$ cat src/rtl/uart_frame_arbiter.sv
// uart_frame_arbiter: round-robin arbiter in front of a byte UART.
// Frames 32-bit words as A5,id,d3..d0,xor and paces bytes on tx_done.
module uart_frame_arbiter #(
  parameter logic [7:0] HEADER     = 8'hA5,
  parameter int         GAP_CYCLES = 2,
  parameter int         TIMEOUT    = 600000
) (
  input  logic        clk,
  input  logic        rst_n,
  input  logic        req0,
  input  logic [31:0] data0,
  output logic        ack0,
  input  logic        req1,
  input  logic [31:0] data1,
  output logic        ack1,
  output logic [7:0]  tx_data,
  output logic        tx_send_en,
  input  logic        tx_done,
  output logic        busy,
  output logic        err
);

  localparam int CW = $clog2(TIMEOUT);
  localparam int GW = (GAP_CYCLES > 1) ? $clog2(GAP_CYCLES) : 1;
  localparam int GL = (GAP_CYCLES > 0) ? GAP_CYCLES - 1 : 0;
  localparam logic [CW-1:0] WAIT_LAST = CW'(TIMEOUT - 2);
  localparam logic [GW-1:0] GAP_LAST  = GW'(GL);

  typedef enum logic [2:0] {
    IDLE,
    SEND,
    WAIT,
    GAP,
    DONE
  } state_t;

  state_t        state, state_d;
  logic          gid, gid_d;
  logic [31:0]   word, word_d;
  logic [2:0]    idx, idx_d;
  logic [CW-1:0] wait_cnt, wait_d;
  logic [GW-1:0] gap_cnt, gap_d;
  logic          abort, abort_d;
  logic          rr, rr_d;

  logic          send_d;
  logic [7:0]    data_d;
  logic          ack0_d;
  logic          ack1_d;
  logic          err_d;
  logic          busy_d;

  function automatic logic [7:0] frame_byte(
    input logic [31:0] w,
    input logic        id,
    input logic [2:0]  i
  );
    logic [7:0] src;
    src = {7'd0, id};
    case (i)
      3'd0:    frame_byte = HEADER;
      3'd1:    frame_byte = src;
      3'd2:    frame_byte = w[31:24];
      3'd3:    frame_byte = w[23:16];
      3'd4:    frame_byte = w[15:8];
      3'd5:    frame_byte = w[7:0];
      default: frame_byte = src ^ w[31:24] ^ w[23:16]
                          ^ w[15:8] ^ w[7:0];
    endcase
  endfunction

  always_ff @(posedge clk or negedge rst_n) begin
    if (!rst_n) begin
      state    <= IDLE;
      gid      <= 1'b0;
      word     <= '0;
      idx      <= '0;
      wait_cnt <= '0;
      gap_cnt  <= '0;
      abort    <= 1'b0;
      rr       <= 1'b0;
    end else begin
      state    <= state_d;
      gid      <= gid_d;
      word     <= word_d;
      idx      <= idx_d;
      wait_cnt <= wait_d;
      gap_cnt  <= gap_d;
      abort    <= abort_d;
      rr       <= rr_d;
    end
  end

  always_comb begin
    state_d = state;
    gid_d   = gid;
    word_d  = word;
    idx_d   = idx;
    wait_d  = wait_cnt;
    gap_d   = gap_cnt;
    abort_d = abort;
    rr_d    = rr;
    unique case (state)
      IDLE: begin
        if (req0 || req1) begin
          state_d = SEND;
          gid_d   = (req0 && req1) ? rr : req1;
          word_d  = gid_d ? data1 : data0;
          idx_d   = 3'd0;
          abort_d = 1'b0;
        end
      end
      SEND: begin
        state_d = WAIT;
        wait_d  = '0;
      end
      WAIT: begin
        wait_d = wait_cnt + CW'(1);
        // tx_done has priority over the watchdog on the same cycle
        if (tx_done) begin
          if (idx == 3'd6) begin
            state_d = DONE;
          end else begin
            idx_d = idx + 3'd1;
            if (GAP_CYCLES == 0) begin
              state_d = SEND;
            end else begin
              state_d = GAP;
              gap_d   = '0;
            end
          end
        end else if (wait_cnt == WAIT_LAST) begin
          abort_d = 1'b1;
          state_d = DONE;
        end
      end
      GAP: begin
        if (gap_cnt == GAP_LAST) begin
          state_d = SEND;
        end else begin
          gap_d = gap_cnt + GW'(1);
        end
      end
      DONE: begin
        state_d = IDLE;
        rr_d    = ~gid;
      end
      default: state_d = IDLE;
    endcase
  end

  // outputs are registered from the next state so they align with it
  always_comb begin
    send_d = (state_d == SEND);
    data_d = send_d ? frame_byte(word_d, gid_d, idx_d) : tx_data;
    ack0_d = (state_d == DONE) && !gid_d;
    ack1_d = (state_d == DONE) && gid_d;
    err_d  = (state_d == DONE) && abort_d;
    busy_d = (state_d != IDLE);
  end

  always_ff @(posedge clk or negedge rst_n) begin
    if (!rst_n) begin
      tx_send_en <= 1'b0;
      tx_data    <= '0;
      ack0       <= 1'b0;
      ack1       <= 1'b0;
      err        <= 1'b0;
      busy       <= 1'b0;
    end else begin
      tx_send_en <= send_d;
      tx_data    <= data_d;
      ack0       <= ack0_d;
      ack1       <= ack1_d;
      err        <= err_d;
      busy       <= busy_d;
    end
  end

endmodule

$ cat config.mk
export PLATFORM = sky130hd
export DESIGN_NAME = uart_frame_arbiter
export DESIGN_NICKNAME = d
export VERILOG_FILES = /design/src/rtl/uart_frame_arbiter.sv
export SDC_FILE = /design/constraint.sdc
export NUM_CORES = 1
export LEC_CHECK = 0
export CORE_MARGIN = 5
export CORE_UTILIZATION = 53
export CTS_CLUSTER_DIAMETER = 40
export DETAILED_ROUTE_END_ITERATION = 10
export PLACE_DENSITY_LB_ADDON = 0.3
export SLEW_MARGIN = 20
export SYNTH_ARGS = -nofsm -noshare
export SYNTH_HDL_FRONTEND = slang
export SYNTH_SLANG_ARGS = --single-unit
$ cat constraint.sdc
create_clock -name clk -period 2.5 [get_ports clk]
set_input_delay 0.75 -clock clk [delete_from_list [all_inputs] [get_ports clk]]
set_output_delay 0.75 -clock clk [all_outputs]
set_load 0.01 [all_outputs]
==> results of run 1 <==
[power by group through the flow]
| stage | registers (mW) | logic, mW | clock network, mW |
|---|---|---|---|
| 3_5_place_dp | 1.85 | 3.75 | 0 |
| 2_1_floorplan | 1.81 | 2.43 | 0 |
| 6_report | 1.85 | 3.93 | 1.17 |
| 5_1_grt | 1.89 | 4.26 | 1.24 |
| 4_1_cts | 1.84 | 3.84 | 1.18 |
| 3_3_place_gp | 1.84 | 3.59 | 0 |
[layer usage]
| layer | vias to the layer above | global-route usage | routed length [um] |
|---|---|---|---|
| met3 | 43 | 0.0334 | 769 |
| met2 | 181 | 0.447 | 6590 |
| met1 | 2162 | 0.334 | 5250 |
| met4 | 0 | 0.124 | 429 |
| met5 | - | 0 | 0 |
| li1 | 2068 | - | - |
[worst max path at each step]
stage                       start         end  slack (ns)  cells after the start
after floorplan              req1  tx_data[0]       -0.05                      9
final                        req0  tx_data[7]        0.09                     10
after global placement       req1  tx_data[0]       -0.46                      9
after global routing         req0  tx_data[7]       -0.01                     10
after CTS                 tx_done  tx_data[7]        0.02                      8
after detailed placement     req1  tx_data[7]       -0.59                     11
[metrics by stage]
| step | util | setup TNS, ns | setup slack (ns) |
|---|---|---|---|
| floorplan | - | -0.0467 | -0.0467 |
| CTS | 0.747 | 0 | 0.0234 |
| global route | 0.754 | -0.0162 | -0.0101 |
| finish | 0.754 | 0 | 0.0926 |
| detailed placement | 0.711 | -4.20 | -0.589 |
| global placement | 0.711 | -3.40 | -0.457 |
[layout make-up]
type	instances	share of cell area
clock buffers	9	0.0200
clock inverters	7	0.0196
inverters	12	0.00788
multi-input cells	370	0.387
flip-flops and latches	75	0.303
well taps	105	0.0212
repair buffers	161	0.241
[synth_stat cells, types with 2 or more instances]
master | n | area share
xnor2_1 | 17 | 0.033
o32ai_1 | 5 | 0.0098
o221a_2 | 2 | 0.0050
a21oi_1 | 37 | 0.041
nor3_1 | 3 | 0.0034
a31oi_1 | 17 | 0.024
ha_1 | 4 | 0.011
nor3b_1 | 2 | 0.0034
o221ai_1 | 3 | 0.0059
nand2_1 | 56 | 0.047
a21boi_0 | 2 | 0.0034
o31ai_1 | 4 | 0.0067
nand4_1 | 8 | 0.011
xor2_1 | 8 | 0.016
buf_6 | 9 | 0.023
o22ai_1 | 4 | 0.0056
or3_4 | 2 | 0.0050
nor2_1 | 33 | 0.028
buf_4 | 4 | 0.0067
o21ai_0 | 42 | 0.047
a21o_1 | 4 | 0.0067
inv_1 | 9 | 0.0075
a22o_1 | 2 | 0.0039
nand3_1 | 40 | 0.045
or3_1 | 4 | 0.0056
a221o_1 | 2 | 0.0045
nand2b_1 | 6 | 0.0084
dfrtp_1 | 75 | 0.42
buf_2 | 10 | 0.011
clkbuf_1 | 8 | 0.0067
a211oi_1 | 4 | 0.0067
o211ai_1 | 3 | 0.0050
or4_1 | 2 | 0.0034
mux2i_1 | 11 | 0.025
o21ai_1 | 6 | 0.0067
a31oi_2 | 9 | 0.025
inv_2 | 2 | 0.0017
a2bb2oi_1 | 3 | 0.0059
[critical path: stages]
cell           delay, ns
dlygate4sd2_1       0.32
and2b_2             0.22
buf_12              0.14
o32ai_1             0.08
buf_4               0.16
a21boi_1            0.23
o22ai_2             0.12
a222oi_1            0.29
xnor2_1             0.12
a211oi_1            0.20
[state kept, by name, summed over array words and instances, names as in the netlist]
register and flops:
rr 1, word 32, busy 1, idx 3, wait_cnt 20, gap_cnt 1, abort 1, state 3
gid 1, tx_send_en 1, tx_data 8, ack1 1, err 1, ack0 1
[logic make-up (layout without fill, tap and decap cells)]
group / after synthesis / count (layout) / synth area share
buffers and inverters: 44 / 189 / 0.0584
AND/OR/NAND/NOR: 171 / 171 / 0.191
AO/OA/AOI/OAI: 158 / 158 / 0.242
flip-flops: 75 / 75 / 0.419
adder cells (fa/ha/maj): 4 / 4 / 0.0112
multiplexers: 11 / 11 / 0.0246
XOR/XNOR: 26 / 26 / 0.0539
[timing repair]
item | CTS | global route
hold endpoints to repair | 0 | 0
pin swaps | 3 | 6
cloned | 0 | 0
resized for setup | 8 | 15
endpoints found under the setup margin | 8 | 8
setup buffers | 3 | 1
==> flow_summary.ini, run 1 <==
[status]
outcome = complete, no violations

[final_layout]
drive_gt1_frac = 0.208
nets = 702
area_growth_pct = 38.4
fillers = 568
ff_latch_area_um2 = 1880
fin_cells = 739
multi_input_area_um2 = 2400
antennaDiodeCount = 0
layout_commonest_cell = clkdlybuf4s50_1
design_area_um2 = 6200
mostFrequentLayoutCells = clkdlybuf4s50_1, dfrtp_1, buf_4

[power_and_ir_drop]
p_leak_nw = 2.63
total_power_mw = 6.95
power_switching_share = 0.393
pwr-share-comb = 0.565
power_switching_mw = 2.73
p_seq_frac = 0.267
internal_power_mw = 4.22
vdd_drop_max_mv = 0.509
pwr_density_cell_nw_per_um2 = 1120
p_clk_frac = 0.168

[clock_network]
clk_latency_ns = 0.36
postCtsHoldBufs = 0
cts_buffers = 9
clock-sinks = 75
cts_max_level = 3
clkTransAtPathRegs_ns = 0.08
clock-root-buffer = clkbuf_8
cts_buffer_depth = 2
cts_tree = done

[floorplan]
io_pins = 82
die_w_um = 102
dieHeight_um = 102
start_util = 0.545
core.rowCount = 33
core_um2 = 8220
die-area_um2 = 10400

[route]
postRouteWirelength_um = 13000
wl_per_cell_um = 17.6
vias_per_cell = 6.03
routed-via-count = 4454
final_antenna_net_count = 0
drt-pass1-iter-count = 4
first_iter_violations = 265
drc = 0

[sta]
fin_crit_ns = 2.41
tightest_slew_ns = 0.456
drv_slew = 0
timing.hold.ws_ns = 0.391
fin_crit_sh = 0.963
finalHoldViolCount = 0
max_slew_margin = 0.695
fin_skew_ns = 0.0158
setup_viol = 0
timing.fmax_ghz = 0.415

[setup_path]
start_kind = input pin
reg2regPathDepth = 9
end_kind = flop
cp_max_fo = 19
crit_required_ns = 2.76
worstPathArrival_ns = 2.67
worstSetupPathType = input pin to flop
rr_endpoint = tx_data[0]
r2r_setup_slack_ns = 0.13
worstReg2RegStart = state[1]

[place]
place_area_um2 = 5840
place_inst = 719
io_buffers = 81
gp_congestion = 0.850
dp_hpwl_um = 9490

[global_route]
gr-total-overflow = 0
grt_pass1_vias = 4570
grt_util_all_layers = 0.263
grt_pass1_wl_um = 21700
antenna_found_initial = 0
grt_max_degree = 76

[yosys]
syn_nets = 562
syn_area_per_cell_um2 = 9.16
yosysWarningCount = 0
synth-edff-count = 0
synth_area_um2 = 4480
async_reset_ff_frac = 1.00
ys_seq_elements = 75
ys_seq_area_frac = 0.419
netlist_instances = 489
ys.flop_type = dfrtp_1
synth_cell_types = 65

[hold_path]
hold_path_class = input pin to asynchronous set/reset pin

[flow_run]
cap_violations = 0
(Power assumes the default switching activity.)
==> inputs of run 2 (changes only) <==
Settings changed: REMOVE_ABC_BUFFERS from default to 1.
==> flow_summary.ini, run 2 (synthesis gave the netlist of run 1 again) <==
[sta]
fin_skew_ns = 0.0140
rsz0062_at_grt = yes
finalHoldViolCount = 0
setup_viol = 1
fin_crit_ns = 2.51
timing.fmax_ghz = 0.398
tightest_slew_ns = 0.496
max_slew_margin = 0.669
fin_crit_sh = 1.01
setup_slack_ns = -0.0134
drv_slew = 0

[setup_path]
end_kind = flop
crit_slowest_cell = or3_1
worstSetupPathType = input pin to flop
r2r_setup_slack_ns = 0.11
cp_max_fo = 7
cp_top_family = compound AO/OA/AOI/OAI gates
worstReg2RegStart = state[0]
start_kind = input pin
worstPathArrival_ns = 2.75
crit_chain = dlygate4sd2_1 -> buf_6 -> a21bo_4 -> or3_1 -> o221a_4 -> xnor3_1 -> xnor2_1 -> nor2_1 -> o32a_1
crit_required_ns = 2.73
rr_endpoint = tx_data[0]
path_buf_inv = 2
slowest_delay_ns = 0.39
reg2regPathDepth = 10

[final_layout]
mostFrequentLayoutCells = buf_4, clkdlybuf4s50_1, dfrtp_1
nets = 716
layout_commonest_cell = buf_4
antennaDiodeCount = 0
largest_reg_flops = 32
drive_gt1_frac = 0.227
final_util = 0.757
area_growth_pct = 38.9
top_regs = word x32, wait_cnt x20, tx_data x8
design_area_um2 = 6220
top_register = word

[clock_network]
cts_max_level = 3
clock-sinks = 75
postCtsHoldBufs = 0
cts_tree = done
clkTransAtPathRegs_ns = 0.08
cts_buffers = 9
clk_latency_ns = 0.35
clock-root-buffer = clkbuf_8
cts_buffer_depth = 2

[power_and_ir_drop]
total_power_mw = 6.65
p_leak_nw = 2.64
power_switching_share = 0.406
vdd_drop_max_mv = 0.736
pwr-share-comb = 0.600
p_clk_frac = 0.124
pwr_density_cell_nw_per_um2 = 1070
internal_power_mw = 3.95
power_switching_mw = 2.70
p_seq_frac = 0.276

[route]
drt-pass1-iter-count = 5
drc = 0
first_iter_violations = 325
routed-via-count = 4473
wl_per_cell_um = 17.3
vias_per_cell = 5.94
postRouteWirelength_um = 13000
final_antenna_net_count = 0

[floorplan]
die_w_um = 102
start_util = 0.545
core.rowCount = 33
dieHeight_um = 102
io_pins = 82
core_um2 = 8220
die-area_um2 = 10400

[place]
gp_congestion = 0.894
io_buffers = 81
place_area_um2 = 5930
dp_slack_ns = -0.513
dp_hpwl_um = 9410

[global_route]
grt_pass1_vias = 4493
grt_pass1_wl_um = 21600
antenna_found_initial = 0
grt_util_all_layers = 0.261
grt_max_degree = 52
gr-total-overflow = 0

[flow_run]
cap_violations = 0

[status]
outcome = finished, violations left
violations = negative setup slack

[hold_path]
hold_path_class = input pin to asynchronous set/reset pin
-- run 2: changes by cell type in the layout (fill, tap and decap cells not counted), sizes merged, moves of 2 or more --
cell	delta
buf	+13
bufinv	-3
clkinv	+3
dlygate4sd2	+2
inv	-2
-- run 2: layout make-up --
| type | count | area [um2] |
|---|---|---|
| fillers | 561 | 2000 |
| flip-flops and latches | 75 | 1880 |
| clock buffers | 10 | 128 |
| well taps | 105 | 131 |
| multi-input cells | 371 | 2420 |
| inverters | 12 | 46.3 |
| repair buffers | 174 | 1570 |
| clock inverters | 6 | 40.0 |
-- run 2: metal layers --
metal,up-vias,routed length (um),GRT usage
met3,28,807,0.0382
li1,2095,-,-
met1,2189,5480,0.342
met4,0,305,0.0999
met5,-,0,0
met2,161,6410,0.441
-- run 2: worst max-delay path by stage --
stage | startpoint | to | slack (ns) | depth (start not counted)
floorplan | state[2] | tx_data[0] | -0.19 | 7
global placement | req0 | tx_data[0] | -0.45 | 8
detailed placement | req0 | tx_data[7] | -0.51 | 10
CTS | req1 | tx_data[0] | 0.03 | 9
global route | req1 | tx_data[0] | -0.03 | 9
finish | req1 | tx_data[0] | -0.01 | 9
-- run 2: stage by stage --
| stage | setup TNS [ns] | hold slack [ns] | std cells |
|---|---|---|---|
| after floorplan | -0.209 | 0.436 | 457 |
| after global placement | -3.33 | 0.457 | 732 |
| after detailed placement | -3.74 | 0.476 | 732 |
| after CTS | 0 | 0.385 | 752 |
| after global routing | -0.0483 | 0.400 | 753 |
| final | -0.0134 | 0.380 | 753 |
-- run 2: worst reg2reg max path: stages (launching register included) --
cell and delay [ns]:
dfrtp_1 0.39, buf_4 0.19, nor3_4 0.23, buf_4 0.18, nand3_2 0.12, buf_4 0.16, o221a_2 0.25, buf_4 0.14
o21ai_0 0.18, a21oi_1 0.06, o32a_1 0.35
-- run 2: timing repair --
| action | CTS | global route |
|---|---|---|
| setup buffers | 3 | 1 |
| gates resized for setup | 10 | 10 |
| gates cloned | 1 | 0 |
| pin swaps | 8 | 4 |
| hold endpoints to repair | 0 | 0 |
| endpoints found under the setup margin | 8 | 4 |
-- run 2: power by group through the flow --
stage	Combinational (mW)	Sequential, mW	Clock [mW]
final	3.99	1.84	0.823
after global placement	3.67	1.83	0
after CTS	3.88	1.83	0.832
after global routing	4.31	1.87	0.886
after detailed placement	3.77	1.85	0
after floorplan	2.18	1.85	0
==> inputs of run 3 (changes only) <==
Settings changed: CORE_UTILIZATION 53 to 24.
Clock period 2.5 ns to 2 ns, I/O delays scaled along.
==> flow_summary.ini, run 3 (synthesis gave the netlist of run 1 again) <==
[sta]
tightest_slew_ns = 0.506
max_slew_margin = 0.662
drv_slew = 0
fin_skew_ns = 0.00598
fin_crit_ns = 2.28
setup_slack_ns = -0.282
timing.fmax_ghz = 0.438
tns_ns = -1.15
setup_viol = 8
rsz0062_at_grt = yes
finalHoldViolCount = 0
fin_crit_sh = 1.14

[final_layout]
nets = 746
top_register = word
layout_commonest_cell = buf_4
drive_gt1_frac = 0.339
area_growth_pct = 63.8
fin_cells = 912
largest_reg_flops = 32
mostFrequentLayoutCells = buf_4, clkdlybuf4s50_1, dfrtp_1
top_regs = word x32, wait_cnt x20, tx_data x8
antennaDiodeCount = 0

[route]
wl_per_cell_um = 16.7
final_antenna_net_count = 0
routed-via-count = 4410
postRouteWirelength_um = 15200
first_iter_violations = 189
drt-pass1-iter-count = 4
vias_per_cell = 4.84
drc = 0

[floorplan]
core_um2 = 18500
core.rowCount = 50
io_pins = 82
die_w_um = 147
start_util = 0.242
dieHeight_um = 147
die-area_um2 = 21500

[flow_run]
cap_violations = 0

[place]
io_buffers = 81
gp_congestion = 0.818
dp_hpwl_um = 10800
place_inst = 871

[clock_network]
clk_latency_ns = 0.34
clock-root-buffer = clkbuf_16
cts_max_level = 3
cts_tree = done
clkTransAtPathRegs_ns = 0.06
cts_buffers = 9
postCtsHoldBufs = 0
clock-sinks = 75
cts_buffer_depth = 2

[setup_path]
reg2regPathDepth = 8
r2r_setup_slack_ns = -0.28
crit_start = state[0]
path_depth = 8
cp_top_family = simple AND/OR/NAND/NOR gates
crit_required_ns = 2.22
crit_slowest_cell = or3_4
worstReg2RegStart = state[0]
crit_chain = or3_4 -> buf_6 -> or3_4 -> o221a_4 -> buf_4 -> mux2i_2 -> o31ai_2 -> o32a_1
cp-endpoint = tx_data[0]
crit_path_frequent_cell = or3_4
cp_max_fo = 3
start_kind = flop
path_buf_inv = 2
rr_endpoint = tx_data[0]
slowest_delay_ns = 0.44
end_kind = flop
worstPathArrival_ns = 2.50
worstSetupPathType = flop to flop

[power_and_ir_drop]
total_power_mw = 10.2
vdd_drop_max_mv = 0.586
pwr_density_cell_nw_per_um2 = 1390
p_leak_nw = 3.03

[global_route]
grt_pass1_vias = 4609
grt_pass1_wl_um = 23800
grt_max_degree = 32
antenna_found_initial = 0
grt_util_all_layers = 0.137
gr-total-overflow = 0

[hold_path]
hold_path_class = input pin to asynchronous set/reset pin

[status]
violations = negative setup slack
outcome = finished, violations left
-- run 3: cell count changes in the layout (fill, tap and decap cells not counted), moves of 8 or more --
cell	delta
a21oi_1	-12
a21oi_2	+11
clkbuf_16	+11
clkbuf_8	-8
buf_6	+21
a31oi_4	+9
-- run 3: repair_timing --
| item | CTS | global route |
|---|---|---|
| pin swaps | 18 | 33 |
| endpoints found under the hold margin | 0 | 0 |
| resized for setup | 57 | 88 |
| endpoints found under the setup margin | 27 | 27 |
| buffers inserted | 9 | 16 |
| cloned | 1 | 2 |
-- run 3: layout make-up --
type                       instances  area, um2
sequential                        75       1880
multi-input combinational        370       2770
tap                              234        293
clock buffer                      11        243
clock inverter                     5       61.3
timing repair buffer             205       2040
fill                            1817      11200
inverter                          12       50.0
-- run 3: power by group --
group          internal (mW)  switching (mW)
sequential              2.01           0.311
clock                   1.01           0.653
combinational           3.26            2.93
total                   6.27            3.90
-- run 3: worst min-delay path by stage --
| stage | depth (start not counted) | end | slack, ns |
|---|---|---|---|
| 3_3_place_gp | 1 | rr | 0.46 |
| 4_1_cts | 1 | wait_cnt[11] | 0.12 |
| 3_5_place_dp | 1 | rr | 0.46 |
| 2_1_floorplan | 0 | abort | 0.30 |
| 5_1_grt | 1 | wait_cnt[4] | 0.13 |
| 6_report | 1 | wait_cnt[11] | 0.13 |
-- run 3: stage by stage --
step | utilization | hold WS, ns | area (um2) | setup slack, ns
global placement | 0.334 | 0.464 | 6180 | -0.876
floorplan | - | 0.304 | 4260 | -0.693
CTS | 0.367 | 0.119 | 6790 | -0.278
detailed placement | 0.334 | 0.460 | 6180 | -0.919
global route | 0.396 | 0.132 | 7330 | -0.392
finish | 0.396 | 0.125 | 7330 | -0.282
-- run 3: routing by layer --
layer | GRT usage | up-vias | share of wire
met5 | 0 | - | 0
met4 | 0.0470 | 0 | 0.018
met3 | 0.0317 | 19 | 0.035
met2 | 0.235 | 82 | 0.52
met1 | 0.171 | 2151 | 0.43
li1 | - | 2158 | -
